## config.mk

```make
export PLATFORM = sky130hd
export DESIGN_NAME = shift_cmp_unit
export DESIGN_NICKNAME = d
export VERILOG_FILES = /design/src/rtl/shift_cmp_pkg.sv /design/src/rtl/shift_cmp_stage.sv /design/src/rtl/shift_cmp_unit.sv
export SDC_FILE = /design/constraint.sdc
export NUM_CORES = 1
export LEC_CHECK = 0
export ABC_AREA = 1
export CORE_ASPECT_RATIO = 0.7
export CORE_MARGIN = 2
export CORE_UTILIZATION = 50
export CTS_BUF_LIST = sky130_fd_sc_hd__clkbuf_4 sky130_fd_sc_hd__clkbuf_8
export CTS_CLUSTER_SIZE = 30
export DETAILED_ROUTE_END_ITERATION = 10
export GPL_ROUTABILITY_DRIVEN = 0
export PLACE_DENSITY = 0.74
export SLEW_MARGIN = 20
export SYNTH_ARGS = -nofsm -noshare
export SYNTH_HDL_FRONTEND = slang
export SYNTH_SLANG_ARGS = --single-unit
```

## constraint.sdc

```tcl
create_clock -name clk -period 4.7 [get_ports clk]
set_input_delay 0.705 -clock clk [delete_from_list [all_inputs] [get_ports clk]]
set_output_delay 0.705 -clock clk [all_outputs]
set_load 0.1 [all_outputs]
```

## src/rtl/shift_cmp_pkg.sv

```systemverilog
// Shared definitions for the shift/compare execution unit.
package shift_cmp_pkg;

  // Operation encodings on in_op; 3'b101..3'b111 are unsupported.
  localparam logic [2:0] OP_SLL  = 3'b000;
  localparam logic [2:0] OP_SRL  = 3'b001;
  localparam logic [2:0] OP_SRA  = 3'b010;
  localparam logic [2:0] OP_SLT  = 3'b011;
  localparam logic [2:0] OP_SLTU = 3'b100;

  typedef enum logic [1:0] {
    StIdle  = 2'd0,
    StShift = 2'd1,
    StDone  = 2'd2
  } state_e;

  // Width of the shift amount field for a given datapath width.
  function automatic int unsigned shamt_width(input int unsigned xlen);
    return $clog2(xlen);
  endfunction

endpackage

```

## src/rtl/shift_cmp_stage.sv

```systemverilog
// Combinational single-step shifter: moves i_value by up to STEP bits.
module shift_cmp_stage #(
  parameter int unsigned XLEN = 32,
  parameter int unsigned AW   = 4
) (
  input  logic [XLEN-1:0] i_value,
  input  logic [AW-1:0]   i_amount,
  input  logic            i_left,
  input  logic            i_fill,
  output logic [XLEN-1:0] o_value
);

  logic [2*XLEN-1:0] w_wide;

  // Right shifts pull fill bits in from a replicated upper half.
  assign w_wide = {{XLEN{i_fill}}, i_value} >> i_amount;

  // Select direction.
  always_comb begin
    o_value = i_left ? (i_value << i_amount) : w_wide[XLEN-1:0];
  end

endmodule

```

## src/rtl/shift_cmp_unit.sv

```systemverilog
// Iterative shift / set-less-than unit with valid/ready on both sides.
module shift_cmp_unit
  import shift_cmp_pkg::*;
#(
  parameter int unsigned XLEN = 32,
  parameter int unsigned STEP = 8
) (
  input  logic            clk,
  input  logic            rst,
  input  logic            flush,
  input  logic            in_valid,
  output logic            in_ready,
  input  logic [2:0]      in_op,
  input  logic            in_w,
  input  logic [XLEN-1:0] in_a,
  input  logic [XLEN-1:0] in_b,
  output logic            out_valid,
  input  logic            out_ready,
  output logic [XLEN-1:0] out_result,
  output logic            out_illegal
);

  localparam int unsigned SW = shamt_width(XLEN);
  localparam int unsigned AW = $clog2(STEP + 1);

  state_e          r_state;
  logic [XLEN-1:0] r_acc;
  logic [XLEN-1:0] r_result;
  logic [SW-1:0]   r_rem;
  logic            r_left;
  logic            r_fill;
  logic            r_wmode;
  logic            r_valid;
  logic            r_illegal;

  logic            w_wmode;
  logic            w_is_shift;
  logic            w_left;
  logic            w_fill;
  logic            w_lt;
  logic [XLEN-1:0] w_src;
  logic [SW-1:0]   w_shamt;
  logic            w_shifting;
  logic [XLEN-1:0] w_cur_val;
  logic [SW-1:0]   w_cur_rem;
  logic            w_cur_left;
  logic            w_cur_fill;
  logic            w_cur_wmode;
  logic [SW-1:0]   w_amt;
  logic [AW-1:0]   w_amt_stg;
  logic [SW-1:0]   w_rem_next;
  logic [XLEN-1:0] w_stg_out;
  logic [XLEN-1:0] w_final;
  logic            w_accept;

  // Decode the incoming op; W-mode operands are pre-extended so the
  // full-width shifter produces a correct low word.
  always_comb begin
    w_wmode    = (XLEN == 64) && in_w;
    w_is_shift = (in_op == OP_SLL) || (in_op == OP_SRL) || (in_op == OP_SRA);
    w_left     = (in_op == OP_SLL);
    w_src      = in_a;
    if (w_wmode) begin
      for (int i = 32; i < XLEN; i++) begin
        w_src[i] = (in_op == OP_SRA) ? in_a[31] : 1'b0;
      end
    end
    w_fill  = (in_op == OP_SRA) && w_src[XLEN-1];
    w_shamt = in_b[SW-1:0] & (w_wmode ? SW'(31) : {SW{1'b1}});
    w_lt    = (in_op == OP_SLT) ? ($signed(in_a) < $signed(in_b)) : (in_a < in_b);
  end

  // The first step is taken on the accept edge, later steps from the accumulator.
  always_comb begin
    w_shifting  = (r_state == StShift);
    w_cur_val   = w_shifting ? r_acc   : w_src;
    w_cur_rem   = w_shifting ? r_rem   : w_shamt;
    w_cur_left  = w_shifting ? r_left  : w_left;
    w_cur_fill  = w_shifting ? r_fill  : w_fill;
    w_cur_wmode = w_shifting ? r_wmode : w_wmode;
    if ({1'b0, w_cur_rem} >= (SW + 1)'(STEP)) begin
      w_amt = SW'(STEP);
    end else begin
      w_amt = w_cur_rem;
    end
    w_amt_stg  = AW'(w_amt);
    w_rem_next = w_cur_rem - w_amt;
  end

  shift_cmp_stage #(
    .XLEN (XLEN),
    .AW   (AW)
  ) u_stage (
    .i_value  (w_cur_val),
    .i_amount (w_amt_stg),
    .i_left   (w_cur_left),
    .i_fill   (w_cur_fill),
    .o_value  (w_stg_out)
  );

  // Word-mode results are sign-extended from bit 31.
  always_comb begin
    w_final = w_stg_out;
    if (w_cur_wmode) begin
      for (int i = 32; i < XLEN; i++) begin
        w_final[i] = w_stg_out[31];
      end
    end
  end

  assign in_ready    = !rst && ((r_state == StIdle) || ((r_state == StDone) && out_ready));
  assign w_accept    = in_valid && in_ready && !flush;
  assign out_valid   = r_valid;
  assign out_result  = r_result;
  assign out_illegal = r_illegal;

  // Control FSM and datapath registers; flush outranks everything but reset.
  always_ff @(posedge clk) begin
    if (rst) begin
      r_state   <= StIdle;
      r_valid   <= 1'b0;
      r_result  <= '0;
      r_illegal <= 1'b0;
      r_acc     <= '0;
      r_rem     <= '0;
      r_left    <= 1'b0;
      r_fill    <= 1'b0;
      r_wmode   <= 1'b0;
    end else if (flush) begin
      r_state <= StIdle;
      r_valid <= 1'b0;
    end else if (w_accept) begin
      r_wmode <= w_wmode;
      r_left  <= w_left;
      r_fill  <= w_fill;
      if (w_is_shift) begin
        r_illegal <= 1'b0;
        if (w_rem_next == '0) begin
          r_result <= w_final;
          r_valid  <= 1'b1;
          r_state  <= StDone;
        end else begin
          r_acc   <= w_stg_out;
          r_rem   <= w_rem_next;
          r_valid <= 1'b0;
          r_state <= StShift;
        end
      end else if ((in_op == OP_SLT) || (in_op == OP_SLTU)) begin
        r_result  <= XLEN'(w_lt);
        r_illegal <= 1'b0;
        r_valid   <= 1'b1;
        r_state   <= StDone;
      end else begin
        r_result  <= '0;
        r_illegal <= 1'b1;
        r_valid   <= 1'b1;
        r_state   <= StDone;
      end
    end else begin
      unique case (r_state)
        StShift: begin
          r_acc <= w_stg_out;
          r_rem <= w_rem_next;
          if (w_rem_next == '0) begin
            r_result  <= w_final;
            r_illegal <= 1'b0;
            r_valid   <= 1'b1;
            r_state   <= StDone;
          end
        end
        StDone: begin
          if (out_ready) begin
            r_valid <= 1'b0;
            r_state <= StIdle;
          end
        end
        default: ;
      endcase
    end
  end

endmodule

```

==> results of run 1 <==
per-stage QoR:
| stage | hold WS, ps | util, % | power [mW] | instances |
|---|---|---|---|---|
| global route | 500.2 | 59.72 | 2.021 | 1542 |
| floorplan | 462.2 | - | 1.095 | 1281 |
| global placement | 464.9 | 58.05 | 1.276 | 1526 |
| CTS | 478.7 | 59.72 | 1.917 | 1542 |
| detailed placement | 466.4 | 58.05 | 1.283 | 1526 |
| finish | 480.0 | 59.72 | 1.938 | 1542 |
metal layers:
| layer | vias to the layer above | share of wire (%) | GRT usage, % |
|---|---|---|---|
| li1 | 4429 | - | - |
| met1 | 4022 | 44 | 44.48 |
| met2 | 539 | 42 | 49.67 |
| met3 | 75 | 11 | 7.811 |
| met4 | 0 | 2.7 | 9.636 |
| met5 | - | 0 | 0 |
report_power, final:
part           switching (mW)  internal, mW
Sequential            0.00965         0.643
Combinational           0.413         0.223
Clock                   0.289         0.361
sequential cells by signal, summed over array words and instances (netlist names):
register	flops
r_rem	5
r_fill	1
r_acc	32
out_result	32
r_left	1
out_illegal	1
r_state	2
cells in the mapped netlist, types with 2 or more instances:
| library cell | number | share of area, % |
|---|---|---|
| o211ai_2 | 4 | 0.67 |
| nand2_2 | 19 | 1.6 |
| inv_1 | 97 | 4.9 |
| nand4_1 | 14 | 1.2 |
| inv_2 | 6 | 0.30 |
| clkbuf_1 | 21 | 1.1 |
| buf_4 | 5 | 0.50 |
| o21a_1 | 2 | 0.20 |
| buf_8 | 2 | 0.40 |
| nand3_1 | 330 | 22 |
| nand2_1 | 392 | 20 |
| buf_6 | 9 | 1.4 |
| nor3_1 | 6 | 0.40 |
| nand3b_1 | 3 | 0.30 |
| a21oi_1 | 78 | 5.2 |
| conb_1 | 2 | 0.10 |
| ha_1 | 33 | 5.5 |
| o21ai_1 | 18 | 1.2 |
| o211ai_1 | 22 | 2.2 |
| nor2_2 | 2 | 0.17 |
| buf_2 | 36 | 2.4 |
| o21ai_2 | 2 | 0.24 |
| buf_1 | 4 | 0.20 |
| nor2_4 | 2 | 0.30 |
| nand2_4 | 4 | 0.60 |
| dfxtp_1 | 74 | 20 |
| nor2_1 | 26 | 1.3 |
| nor2_8 | 2 | 0.54 |
| o21ai_0 | 54 | 3.6 |
| inv_4 | 2 | 0.17 |
worst min path at each step:
stage | to | depth (start not counted)
global placement | out_result[26]$_SDFFE_PP0P_ | 2
detailed placement | out_result[15]$_SDFFE_PP0P_ | 2
CTS | out_result[15]$_SDFFE_PP0P_ | 2
floorplan | r_acc[31]$_SDFFE_PP0P_ | 2
global route | out_result[15]$_SDFFE_PP0P_ | 2
finish | out_result[24]$_SDFFE_PP0P_ | 2
area by class of cell:
cell class	instances	area, sq um	share of cell area (%)
clock buffers	10	131.4	1.504
well taps	195	244.0	2.792
multi-input cells	1024	5122	58.63
flip-flops and latches	74	1481	16.96
inverters	106	402.9	4.611
repair buffers	127	1241	14.21
clock inverters	6	113.9	1.303
placed cells by master (no fill, tap or decap), types with 3 or more instances in the layout:
master / netlist / layout
nand4_1: 14 / 14
o211ai_2: 4 / 4
inv_2: 6 / 6
a21oi_1: 78 / 78
inv_1: 97 / 97
o21ai_0: 54 / 54
nand2_4: 4 / 4
bufinv_16: 0 / 3
nor2_1: 26 / 25
nor2_2: 2 / 3
dfxtp_1: 74 / 74
nor3_1: 6 / 6
nand3_1: 330 / 330
o21ai_1: 18 / 18
o211ai_1: 22 / 22
ha_1: 33 / 33
buf_4: 5 / 20
nand2_2: 19 / 19
clkbuf_8: 0 / 9
nand2_1: 392 / 392
nand3b_1: 3 / 3
clkdlybuf4s50_1: 0 / 105
critical path, stage by stage (launching register included):
cell	delay (ps)
dfxtp_1	620
nand2_8	280
nand2_2	180
nand2_4	80
nand2_2	360
nand2_1	160
ha_1	330
nand3b_1	120
nor2_2	60
nand2_4	150
a21oi_4	100
nor2_8	490
buf_4	330
nand3_1	90
o211ai_1	100
inv_1	60
cells by family (layout without fill, tap and decap cells):
family / Yosys count / after routing / synth area share [%]
AND/OR/NAND/NOR: 805 / 805 / 49.06
AO/OA/AOI/OAI: 184 / 184 / 14.05
buffers and inverters: 183 / 249 / 11.36
flip-flops: 74 / 74 / 19.89
adder cells (fa/ha/maj): 33 / 33 / 5.544
other: 2 / 2 / 0.1008
==> summary.txt, run 1 <==
Run status
  – Outcome: complete, no violations

Clock network
  – Resize count post-CTS: 0
  – Clock Sinks: 74
  – Num CTS Buffers: 9
  – Clk Latency, worst-skew pair: ~400 ps
  – Clk pin slew, worst setup/hold paths: 90 ps
  – Clock tree buffer depth: 2
  – H-tree depth: 3
  – TritonCTS clock tree: done
  – Clk Tree Root Cell: clkbuf_8
  – # hold bufs at CTS: 0
  – Postcts setup bufs: 0

Detailed routing
  – Starting DRT DRC Count: 1,067
  – DRC viols: 0
  – First drt pass iteration count: 7
  – Overall routed net length: approximately 25,000 um
  – Vias per inst: 5.879
  – Via count: slightly above 9k
  – Mean routed wirelength per cell: roughly 16 um
  – Final ANT Viol Nets: 0

Worst setup path
  – End point of the critical path: r_acc[29]$_SDFFE_PP0P_
  – CP max FO: 50
  – R2R depth: 15
  – Worst EP arrival: 3900 ps
  – Worst path required time: 4990 ps
  – CP Launch Type: register
  – CP Class: reg2reg
  – Reg2Reg Capture Point: r_acc[29]$_SDFFE_PP0P_
  – Worst R2R Setup Slack: 1090 ps
  – Worst r2r src: r_state[0]$_SDFFE_PP0P_
  – CP Capture Type: register
  – Source of the critical timing path: r_state[0]$_SDFFE_PP0P_

Final layout
  – Layout overhead on the synthesized area: 17.32%
  – Final-layout fill cell count: 1,525
  – Final net count: 1,448
  – Post-route cell area: 8737 sq um
  – Share of layout cells above drive strength 1: 6.459%
  – ANT cells: 0

Placement
  – Number of I/O port buffers: 106
  – Final HPWL DP: 18,840 um
  – Placed inst area: 8492 sq um
  – Setup slack at placement: 841.3 ps

Synth
  – Post-Syn Nets: around 1.4k
  – Synth Flop Type: dfxtp_1
  – Mean Syn Cell Area: 5.814 sq um
  – Synth Register Bits: between 70 and 80
  – Synthesized area: ~7400 sq um
  – Register area share after synthesis: 19.89%
  – Syn Inst Count: around 1.3k
  – Post-synth cell types: 40
  – Ys Warns: 0
  – Async set-reset flop share out of synthesis: 0%
  – EDFF count, synth: 0

Floorplanning
  – Die area: 15,900 sq um
  – Die Y: around 110 um
  – Core footprint: approximately 15,000 sq um
  – Initial Util: 50.91%
  – Io pins: 108
  – Rows: 37
  – Die width: around 150 um

Global route
  – Global route overflow: 0
  – First-pass GRT wire length: between 40,000 and 50,000 um
  – GRT Util Overall: 32.22%
  – Initial antenna violation count: 0
  – Vias in the first global route: 8,141
  – Pin count of the biggest net entering global routing: between 50 and 60

STA
  – Setup TNS: 0 ps
  – Fin. Hold Viols: 0
  – Final max-slew violation count: 0
  – Final worst path period need: 3613 ps
  – Final WS setup: 1087 ps
  – Final setup viols: 0
  – Clock skew: ~22 ps
  – Worst Tran Pin Value: 985.1 ps
  – RSZ-0062 raised after global routing: no
  – Max Fclk: 276.8 MHz
  – Fin crit share: 76.87%
  – Relative slew slack: 34.12%

Run
  – Max Cap Viol: 0

Power and ir drop
  – Leak Pwr: 3.968 nW
  – Maximum vdd ir drop: 0.0001614 V
  – PwrDens: 221.8 nW/um^2

Worst hold path
  – HP Class: reg2reg
  – HP Start: out_result[24]$_SDFFE_PP0P_
(Power assumes the default switching activity.)
==> run 2: changes to the inputs <==
Settings changed: PLACE_DENSITY 0.74 to 0.77.
Clock period 4.7 ns to 3.3 ns, I/O delays scaled along.
==> run 2 against run 1 <==
Against the previous run: combinational power is 46% higher; fmax is 17% higher; flip-flop and latch count stayed put; register-to-register slack worse by 870 ps; cell count is 0.52% higher; count of clock-buffer cells in the layout stayed put; critical path type unchanged; critical endpoint is now out_result[28]$_SDFFE_PP0P_; largest cell class unchanged.
==> summary.txt, run 2 (same netlist as run 1, synthesis figures left out) <==
Run status
  – Outcome: complete, no violations (unchanged)

Worst hold path
  – HP Start: out_result[21]$_SDFFE_PP0P_ (was out_result[24]$_SDFFE_PP0P_)
  – WHS Path Cells: 2 (unchanged)
  – HP Class: reg2reg (unchanged)
  – Hold path endpoint: out_result[21]$_SDFFE_PP0P_ (was out_result[24]$_SDFFE_PP0P_)

Worst setup path
  – CP max FO: 13 (was 50)
  – CP Class: reg2reg (unchanged)
  – CP peak stage delay: 830 ps (was 620 ps)
  – Slowest cell on the critical path: nor2_1 (was dfxtp_1)
  – R2R depth: 13 (was 15)
  – Reg2Reg Capture Point: out_result[28]$_SDFFE_PP0P_ (was r_acc[29]$_SDFFE_PP0P_)
  – Worst R2R Setup Slack: 220 ps (was 1090 ps)
  – Worst path required time: 3610 ps (was 4990 ps)
  – CP top delay family: simple AND/OR/NAND/NOR gates (unchanged)
  – CP Launch Type: register (unchanged)
  – Crit path cell chain: inv_2, nor2_1, buf_4, nand2_1, o21ai_2, inv_2, nor2_1, inv_1, nor2_1, a21oi_1, nand3_1, nand2_1, a21oi_1 (was nand2_8, nand2_2, nand2_4, nand2_2, nand2_1, ha_1, nand3b_1, nor2_2, nand2_4, a21oi_4, nor2_8, buf_4, nand3_1, o211ai_1, inv_1)
  – Worst path most repeated cell: nor2_1
  – Worst EP arrival: 3390 ps (was 3900 ps)
  – Worst r2r src: r_state[0]$_SDFFE_PP0P_ (unchanged)
  – Bufs and invs on worst path: 4 (was 2)
  – CP Capture Type: register (unchanged)

Clock network
  – H-tree depth: 3 (unchanged)
  – Clock tree buffer depth: 2 (unchanged)
  – Clk Tree Root Cell: clkbuf_8 (unchanged)
  – TritonCTS clock tree: done (unchanged)
  – # hold bufs at CTS: 0 (unchanged)
  – Clk pin slew, worst setup/hold paths: 80 ps (was 90 ps)
  – Num CTS Buffers: 9 (unchanged)
  – Postcts setup bufs: 0 (unchanged)
  – Resize count post-CTS: 0 (unchanged)
  – Clock Sinks: 74 (unchanged)
  – Clk Latency, worst-skew pair: 390 ps (was 400 ps)

Final layout
  – Commonest non-fill, non-tap cell in the layout: nand2_1 (unchanged)
  – Share of layout cells above drive strength 1: 7.823% (was 6.459%)
  – Core Util, Final: 60.23% (was 59.72%)
  – ANT cells: 0 (unchanged)
  – Layout overhead on the synthesized area: 18.31% (was 17.32%)
  – Commonest non-fill, non-tap cells in the layout: nand2_1 (392), nand3_1 (330), inv_1 (97), clkdlybuf4s50_1 (95), a21oi_1 (78) (was nand2_1 (392), nand3_1 (330), clkdlybuf4s50_1 (105), inv_1 (97), a21oi_1 (78))
  – Final net count: 1,456 (was 1,448)

STA
  – Relative slew slack: 26.98% (was 34.12%)
  – Final WS setup: 218.0 ps (was 1087 ps)
  – RSZ-0062 raised after global routing: no (unchanged)
  – Clock skew: 25.05 ps (was 22.29 ps)
  – Final worst path period need: 3082 ps (was 3613 ps)
  – Final max-slew violation count: 0 (unchanged)
  – Fin. Hold Viols: 0 (unchanged)
  – Max Fclk: 324.5 MHz (was 276.8 MHz)
  – Final setup viols: 0 (unchanged)
  – Setup TNS: 0 ps (unchanged)
  – Fin crit share: 93.39% (was 76.87%)
  – Worst Tran Pin Value: 1091 ps (was 985.1 ps)

Detailed routing
  – Final ANT Viol Nets: 0 (unchanged)
  – Mean routed wirelength per cell: 16.28 um (was 16.47 um)
  – Overall routed net length: 25,240 um (was 25,390 um)
  – DRC viols: 0 (unchanged)
  – Via count: 9,049 (was 9,065)
  – Starting DRT DRC Count: 1,277 (was 1,067)
  – First drt pass iteration count: 9 (was 7)
  – Vias per inst: 5.838 (was 5.879)

Placement
  – Number of I/O port buffers: 106 (unchanged)
  – Setup slack at placement: 190.6 ps (was 841.3 ps)
  – Final HPWL DP: 18,860 um (was 18,840 um)

Floorplanning
  – Die Y: 106.1 um (unchanged)
  – Die area: 15,900 sq um (unchanged)
  – Core footprint: 14,630 sq um (unchanged)
  – Initial Util: 50.91% (unchanged)
  – Rows: 37 (unchanged)
  – Io pins: 108 (unchanged)
  – Die width: 149.9 um (unchanged)

Power and ir drop
  – Design Power: 2.632 mW (was 1.938 mW)
  – Maximum vdd ir drop: 0.0001926 V (was 0.0001614 V)
  – PwrDens: 298.8 nW/um^2 (was 221.8 nW/um^2)
  – Leak Pwr: 4.034 nW (was 3.968 nW)

Global route
  – Global route overflow: 0 (unchanged)
  – Pin count of the biggest net entering global routing: 66 (was 52)
  – Initial antenna violation count: 0 (unchanged)
  – GRT Util Overall: 31.98% (was 32.22%)
  – First-pass GRT wire length: 40,660 um (was 41,190 um)
  – Vias in the first global route: 8,080 (was 8,141)

Run
  – Max Cap Viol: 0 (unchanged)
==> run 2: changes by cell type in the layout (fill, tap and decap cells not counted), sizes merged <==
cell,before,now
bufinv,3,1
buf,22,40
clkdlybuf4s50,105,95
clkinv,1,3
==> run 2: routing by layer <==
metal,vias up,wire length (um),GRT usage (%)
met5,-,0,0
met4,0,1018,13.48
met3,87,2964,8.798
met2,549,10330,46.38
met1,3972,10930,44.34
li1,4441,-,-
==> run 2: worst max-delay path by stage <==
stage / start / end / slack, ps / depth (start not counted)
final: r_state[0]$_SDFFE_PP0P_ / out_result[28]$_SDFFE_PP0P_ / 220 / 13
after global placement: in_b[4] / out_result[0]$_SDFFE_PP0P_ / 250 / 17
after global routing: r_state[0]$_SDFFE_PP0P_ / out_result[28]$_SDFFE_PP0P_ / 10 / 13
after CTS: r_state[0]$_SDFFE_PP0P_ / out_result[0]$_SDFFE_PP0P_ / 240 / 15
after detailed placement: in_b[1] / out_result[0]$_SDFFE_PP0P_ / 190 / 17
after floorplan: r_state[1]$_SDFFE_PP0P_ / r_acc[3]$_SDFFE_PP0P_ / 300 / 11
==> run 2: power by group <==
group	leakage, nW	internal (mW)	switching [mW]
registers	0.600	0.915	0.0133
clock network	0.0987	0.370	0.406
logic	3.34	0.331	0.596
==> run 2: cell type report <==
type	instances	area [sq um]
inverters	106	402.9
fillers	1499	5818
repair buffers	135	1351
clock buffers	10	137.6
clock inverters	6	63.81
well taps	195	244.0
multi-input cells	1024	5129
flip-flops and latches	74	1483
==> run 2: worst min-delay path, delay by kind of cell, from the launching register on <==
kind | cells | cell delay [ps]
AOI/OAI and AO/OA | 1 | 50
DFF | 1 | 330
and+or+nand+nor | 1 | 60
==> run 2: through the flow <==
| stage | std cells | hold WS [ps] | instance area, sq um |
|---|---|---|---|
| after CTS | 1550 | 479.3 | 8811 |
| after global routing | 1550 | 500.6 | 8811 |
| after global placement | 1534 | 464.2 | 8610 |
| after detailed placement | 1534 | 466.9 | 8610 |
| after floorplan | 1281 | 462.2 | 7455 |
| final | 1550 | 478.9 | 8811 |
